**config.mk**
```make
export PLATFORM = sky130hd
export DESIGN_NAME = dbus_arbiter
export DESIGN_NICKNAME = d
export VERILOG_FILES = /design/src/rtl/dbus_arbiter.sv
export SDC_FILE = /design/constraint.sdc
export NUM_CORES = 1
export LEC_CHECK = 0
export CORE_AREA = 5 5 121 123
export CTS_CLUSTER_DIAMETER = 40
export DETAILED_ROUTE_END_ITERATION = 8
export DIE_AREA = 0 0 126 128
export PLACE_DENSITY = 0.72
export SLEW_MARGIN = 20
export SYNTH_ARGS = -nofsm -noshare
export SYNTH_HDL_FRONTEND = slang
export SYNTH_SLANG_ARGS = --single-unit
export TNS_END_PERCENT = 30
```
**constraint.sdc**
```tcl
create_clock -name i_clk -period 4.6 [get_ports i_clk]
set_input_delay 1.15 -clock i_clk [delete_from_list [all_inputs] [get_ports i_clk]]
set_output_delay 1.15 -clock i_clk [all_outputs]
set_load 0.02 [all_outputs]
```
**src/rtl/dbus_arbiter.sv**
```systemverilog
// Two-master round-robin arbiter/sequencer for the MEM-stage data bus.
// Optional BUSY timeout abort is compiled in with `define DBUS_TIMEOUT_EN.
module dbus_arbiter #(
    parameter int TIMEOUT  = 255,
    parameter int RST_PRIO = 0
) (
    input  logic        i_clk,
    input  logic        i_rst,
    input  logic        i_m0_req,
    input  logic        i_m0_we,
    input  logic [31:0] i_m0_addr,
    input  logic [3:0]  i_m0_sel,
    input  logic [31:0] i_m0_wdata,
    output logic [31:0] o_m0_rdata,
    output logic        o_m0_rsp,
    output logic        o_m0_err,
    input  logic        i_m1_req,
    input  logic        i_m1_we,
    input  logic [31:0] i_m1_addr,
    input  logic [3:0]  i_m1_sel,
    input  logic [31:0] i_m1_wdata,
    output logic [31:0] o_m1_rdata,
    output logic        o_m1_rsp,
    output logic        o_m1_err,
    output logic        o_dbus_req,
    output logic        o_dbus_we,
    output logic [31:0] o_dbus_addr,
    output logic [3:0]  o_dbus_sel,
    output logic [31:0] o_dbus_wdata,
    input  logic [31:0] i_dbus_rdata,
    input  logic        i_dbus_rsp,
    output logic [1:0]  o_grant
);

    typedef enum logic {ST_IDLE = 1'b0, ST_BUSY = 1'b1} state_t;

    state_t      state_r;
    logic        prio_r;
    logic        win_s;
    logic        we_s;
    logic [31:0] addr_s;
    logic [3:0]  sel_s;
    logic [31:0] wdata_s;
    logic        timeout_s;
    logic        done_s;

`ifdef DBUS_TIMEOUT_EN
    localparam int CLOG_W = $clog2(TIMEOUT);
    localparam int CW     = (CLOG_W < 8) ? 8 : ((CLOG_W > 32) ? 32 : CLOG_W);

    logic [CW-1:0] cnt_r;

    assign timeout_s = (state_r == ST_BUSY) && !i_dbus_rsp && (cnt_r == CW'(TIMEOUT - 1));

    // Cycles spent in BUSY without a bus response
    always_ff @(posedge i_clk or posedge i_rst) begin
        if (i_rst) begin
            cnt_r <= '0;
        end else if (state_r != ST_BUSY || done_s) begin
            cnt_r <= '0;
        end else begin
            cnt_r <= cnt_r + CW'(1);
        end
    end
`else
    logic timeout_unused_s;

    assign timeout_unused_s = (TIMEOUT < 2);
    assign timeout_s        = 1'b0;
`endif

    // Winner selection: a lone requester wins, a tie goes to the priority holder
    always_comb begin
        win_s = (i_m0_req && i_m1_req) ? prio_r : i_m1_req;
        if (win_s) begin
            we_s    = i_m1_we;
            addr_s  = i_m1_addr;
            sel_s   = i_m1_sel;
            wdata_s = i_m1_wdata;
        end else begin
            we_s    = i_m0_we;
            addr_s  = i_m0_addr;
            sel_s   = i_m0_sel;
            wdata_s = i_m0_wdata;
        end
    end

    assign done_s = (state_r == ST_BUSY) && (i_dbus_rsp || timeout_s);

    // Grant FSM and registered bus request
    always_ff @(posedge i_clk or posedge i_rst) begin
        if (i_rst) begin
            state_r      <= ST_IDLE;
            prio_r       <= (RST_PRIO != 0);
            o_grant      <= 2'b00;
            o_dbus_req   <= 1'b0;
            o_dbus_we    <= 1'b0;
            o_dbus_addr  <= 32'd0;
            o_dbus_sel   <= 4'd0;
            o_dbus_wdata <= 32'd0;
        end else begin
            case (state_r)
                ST_IDLE: begin
                    if (i_m0_req || i_m1_req) begin
                        state_r      <= ST_BUSY;
                        o_grant      <= win_s ? 2'b10 : 2'b01;
                        o_dbus_req   <= 1'b1;
                        o_dbus_we    <= we_s;
                        o_dbus_addr  <= addr_s;
                        o_dbus_sel   <= sel_s;
                        o_dbus_wdata <= we_s ? wdata_s : 32'd0;
                    end else begin
                        state_r <= ST_IDLE;
                    end
                end
                ST_BUSY: begin
                    if (done_s) begin
                        state_r      <= ST_IDLE;
                        prio_r       <= o_grant[0];
                        o_grant      <= 2'b00;
                        o_dbus_req   <= 1'b0;
                        o_dbus_we    <= 1'b0;
                        o_dbus_addr  <= 32'd0;
                        o_dbus_sel   <= 4'd0;
                        o_dbus_wdata <= 32'd0;
                    end else begin
                        state_r <= ST_BUSY;
                    end
                end
                default: begin
                    state_r      <= ST_IDLE;
                    o_grant      <= 2'b00;
                    o_dbus_req   <= 1'b0;
                    o_dbus_we    <= 1'b0;
                    o_dbus_addr  <= 32'd0;
                    o_dbus_sel   <= 4'd0;
                    o_dbus_wdata <= 32'd0;
                end
            endcase
        end
    end

    // Completion is same-cycle with the bus response, steered to the owner only
    assign o_m0_rsp   = done_s && o_grant[0];
    assign o_m1_rsp   = done_s && o_grant[1];
    assign o_m0_err   = timeout_s && o_grant[0];
    assign o_m1_err   = timeout_s && o_grant[1];
    assign o_m0_rdata = (o_m0_rsp && !o_dbus_we && !timeout_s) ? i_dbus_rdata : 32'd0;
    assign o_m1_rdata = (o_m1_rsp && !o_dbus_we && !timeout_s) ? i_dbus_rdata : 32'd0;

endmodule
```
# [Yosys cells after proc, flatten, opt, wreduce, memory -nomap -nowiden]
# Cells that the tools add are included.
[totals] register_bits=74 latchBits=0 mem_bits_rw=0 mem_bits_ro=0 input_bits=175 wordCells=49 memories=0
[classes] addsub=0 n_mul=0 div_mod_pow=0 magnitude_cmp=0 n_eq_ne=2 shifts=0 mux=28 bitwise=1 reduce_logical=10
[op_table] operator="$mux W32" count=8
[op_table] operator="$pmux W32 S2" count=2
[op_table] operator="$mux W4" count=3
[op_table] operator="$pmux W4 S2" count=1
[op_table] operator="$mux W1" count=7
[op_table] operator="$logic_and A1 B1 Y1" count=6
[op_table] operator="$mux W2" count=3
[op_table] operator="$pmux W1 S2" count=3
[op_table] operator="$pmux W2 S2" count=1
[op_table] operator="$reduce_and A2 Y1" count=2
[op_table] operator="$ne A2 B1 Y1 const B" count=1
[op_table] operator="$ne A2 B2 Y1 const B" count=1
[op_table] operator="$logic_not A1 Y1" count=1
[op_table] operator="$logic_or A1 B1 Y1" count=1
[op_table] operator="$not A1 Y1" count=1

# [Logic depth before layout (Yosys ltp)]
[depth] depth_word=6 depth_mapped=8 mapped_depth_nobuf=4

# [Worst setup path after synthesis]
# No wires, ideal clock.
[synth_timing] kind="input port to output port" start="input i_dbus_rsp" end="output o_m1_rdata[10]" arrival_ps=2073 required_ps=3450 setup_slack_ps=1377 stages=4 path_buffers=1 cell_sequence="and3_1 and2b_1 clkbuf_1 and2_1"
[synth_via] elab_chain_cells=4
[synth_rtl] item="start, declared" line="31" rtl="input logic i_dbus_rsp,"
[synth_rtl] item="$logic_and A1 B1 Y1" line="88" rtl="assign done_s = (state_r == ST_BUSY) && (i_dbus_rsp || timeout_s);"
[synth_rtl] item="$logic_and A1 B1 Y1" line="145" rtl="assign o_m1_rsp = done_s && o_grant[1];"
[synth_rtl] item="$logic_and A1 B1 Y1" line="149" rtl="assign o_m1_rdata = (o_m1_rsp && !o_dbus_we && !timeout_s) ? i_dbus_rdata : 32'd0;"
[synth_rtl] item="$mux W32" line="149"
[synth_rtl] item="end, declared" line="22" rtl="output logic [31:0] o_m1_rdata,"
# No other way between the ends.

# [Worst setup path in the final report]
[layout_timing] start="input i_dbus_rsp" end="output o_m1_rdata[20]"
# Same word-level chain as after synthesis.

==> impl_metrics.py <==
metrics = {
    "global_route": {
        "antenna_found_initial": 0,
        "grt_max_degree": 49,
        "grt_pass1_wl_mm": 23.9,
        "grt-ovfl-total": 0,
        "grt_pass1_vias": 4332,
        "grt_use_total_pct": 18.7,
    },
    "clocking": {
        "cts_root_buf": "clkbuf_16",
        "post_cts_buffers": 0,
        "cts-resized-gates": 0,
        "holdBufCountCts": 0,
        "clockBufferDepth": 2,
        "cts_tree": "done",
        "clk_latency_ps": 330,
        "htreeDepth": 3,
        "clk_pin_slew_ps": 60,
        "cts_sinks": 74,
        "cts_buffers": 9,
    },
    "sta": {
        "fin_crit_ps": 4260,
        "hold_violations": 0,
        "setup-tns-final_ps": 0,
        "slew_viol_final": 0,
        "fmax_ghz": 0.235,
        "setup_viol": 0,
        "layout_setup_ws_ps": 344,
        "maxSlewHeadroom_pct": 44.6,
        "finClkSkew_ps": 5.01,
        "rsz0062_at_grt": "no",
        "min_period_over_period_pct": 92.5,
        "tightest_slew_ps": 830,
    },
    "synthesis": {
        "synth_top_family_by_area": "compound AO/OA/AOI/OAI gates",
        "synth.distinct_cells": 30,
        "synth_simple_gate_area_share_pct": 16.8,
        "synth_edf_count": 0,
        "yosysMostFrequentCell": "dfrtp_1",
        "synthMuxAreaShare_pct": 10.7,
        "synth_commonest_cells": "dfrtp_1 (74), and2_1 (64), nand2_1 (46), mux2i_1 (41), o21ai_0 (39)",
        "yosys.area.top_type": "dfrtp_1",
        "synth_xor_xnor_area_share_pct": 0,
        "synth_seq_cells": 74,
        "synth-compound-area-share_pct": 18.8,
        "synthAdderAreaFrac_pct": 0,
        "synth_cells": 373,
        "synth.avg_cell_area_um2": 10.2,
        "syn-cell-area_um2": 3820,
        "synthTopCellsByArea": "dfrtp_1 (48%), mux2i_1 (11%), and2_1 (10%), a22o_1 (6.2%), a21o_1 (5.9%)",
        "synth_ff_type": "dfrtp_1",
        "synth_warnings": 0,
        "async_reset_ff_share_pct": 100,
        "synth_top_area_share_pct": 48.5,
        "ys_seq_area_share_pct": 48.5,
    },
    "power": {
        "p_per_area_nw_per_um2": 313,
        "vdd_drop_max_v": 0.000166,
        "p_leak_uw": 0.00341,
    },
    "worst_setup_path": {
        "crit_family": "buffers and inverters",
        "crit_top_cell": "clkdlybuf4s50_1",
        "slowest_delay_ps": 610,
        "cp.arrival_ps": 3110,
        "critPathBufInv": 3,
        "end_kind": "primary output",
        "worst-path-max-fanout": 32,
        "crit_path_top_delay_cell": "clkdlybuf4s50_1",
        "start_kind": "primary input",
        "cp_cell_sequence": "clkdlybuf4s50_1, and3_1, and2b_1, buf_4, and2_1, clkdlybuf4s50_1",
        "cp.required_ps": 3450,
        "worstSetupPathType": "in -> out",
    },
    "cells_and_area": {
        "final_area_um2": 7390,
        "n_fill_cell": 1223,
        "nets": 848,
        "diodes": 0,
        "area_growth_pct": 93.3,
        "drive_gt1_share_pct": 4.87,
    },
    "outcome": {
        "outcome": "finished clean",
    },
    "place": {
        "pre_cts_ws_ps": 362,
        "io_buffers": 312,
        "place.gp.congestion": 0.878,
        "place_area_um2": 7050,
        "dp_hpwl_mm": 12.5,
    },
    "detailed_routing": {
        "drtAntennaViolNets": 0,
        "dr.pass1.iters": 4,
        "wl_per_cell_um": 18.2,
        "wirelength_mm": 15.6,
        "via_per_inst": 4.60,
        "drc": 0,
        "vias": 3943,
        "drt_iter0_markers": 121,
    },
    "floorplan": {
        "num_rows": 43,
        "start_util_pct": 28.2,
        "die_width_um": 126,
        "core_area_um2": 13600,
        "dieArea_um2": 16100,
        "pin_count": 315,
        "fp.dieH_um": 128,
    },
    "hold_path": {
        "min_path_type": "reg -> reg",
    },
    "job": {
        "maxCapViolations": 0,
    },
}
[state kept, by name, summed over array words and instances (netlist names)]
register      cells
o_dbus_addr      32
o_dbus_wdata     32
o_dbus_sel        4
o_grant           2
o_dbus_req        1
o_dbus_we         1
prio_r            1
state_r           1
[through the flow]
stage	hold slack [ps]	utilization (%)	total power, uW	cells
global placement	461	51.9	1530	842
global route	504	54.5	2410	858
detailed placement	471	52.0	1540	842
CTS	485	54.5	2340	858
floorplan	519	-	1130	374
finish	479	54.5	2310	858
[worst paths after layout]
kind                                        startpoint                            to  slack, ps  depth (start not counted)
max in group asynchronous                        i_rst    o_dbus_addr[5]$_DFFE_PP0P_       2430                          3
min in group asynchronous                        i_rst   o_dbus_addr[24]$_DFFE_PP0P_       1270                          2
hold / removal             o_dbus_addr[21]$_DFFE_PP0P_   o_dbus_addr[21]$_DFFE_PP0P_        480                          2
hold reg to reg            o_dbus_addr[21]$_DFFE_PP0P_   o_dbus_addr[21]$_DFFE_PP0P_        480                          2
setup reg to reg                     state_r$_DFF_PP0_  o_dbus_wdata[29]$_DFFE_PP0P_       2400                          5
setup / recovery                            i_dbus_rsp                o_m1_rdata[20]        340                          6
[report_power, final]
part / internal (uW) / switching (uW)
clock: 519 / 270
combinational: 393 / 343
sequential: 733 / 53.3
[cells in the final DEF, fill, tap and decap left out, types with 2 or more instances in the layout]
cell	instances
and2_1	64
dfrtp_1	74
o21ai_1	2
clkbuf_16	9
nor2_4	2
a21o_1	29
inv_1	4
buf_4	7
nand2_1	46
clkdlybuf4s50_1	309
conb_1	2
o21ai_0	39
bufinv_16	2
clkinv_2	2
a22o_1	27
mux2i_1	41
clkbuf_8	3
[area by class of cell]
type                    count  area (um^2)  share of cell area (%)
clock buffers              12          267                    3.61
clock inverters             4         72.6                   0.983
inverters                   5         20.0                   0.271
multi-input cells         266         1780                    24.2
flip-flops and latches     74         1850                    25.1
well taps                 180          225                    3.05
repair buffers            317         3170                    42.9
[cells by family after synthesis]
logic type / Yosys count
muxes: 41
DFF: 74
other: 1
and+or+nand+nor: 120
AOI/OAI and AO/OA: 103
buffers and inverters: 34
[worst register-to-register path: stages, from the launching register on]
cell and delay, ps:
dfrtp_1 540, nor3_2 240, a21o_2 630, buf_4 480, nand2_1 120, o21ai_0 90
[routing by layer]
layer | wire length (um) | global-route usage (%) | share of wire [%]
met3 | 1360 | 6.29 | 8.7
met2 | 8080 | 34.4 | 52
met1 | 5660 | 19.5 | 36
met5 | 0 | 0 | 0
met4 | 538 | 7.82 | 3.4
Note: power is estimated with default switching activity, not from simulation.
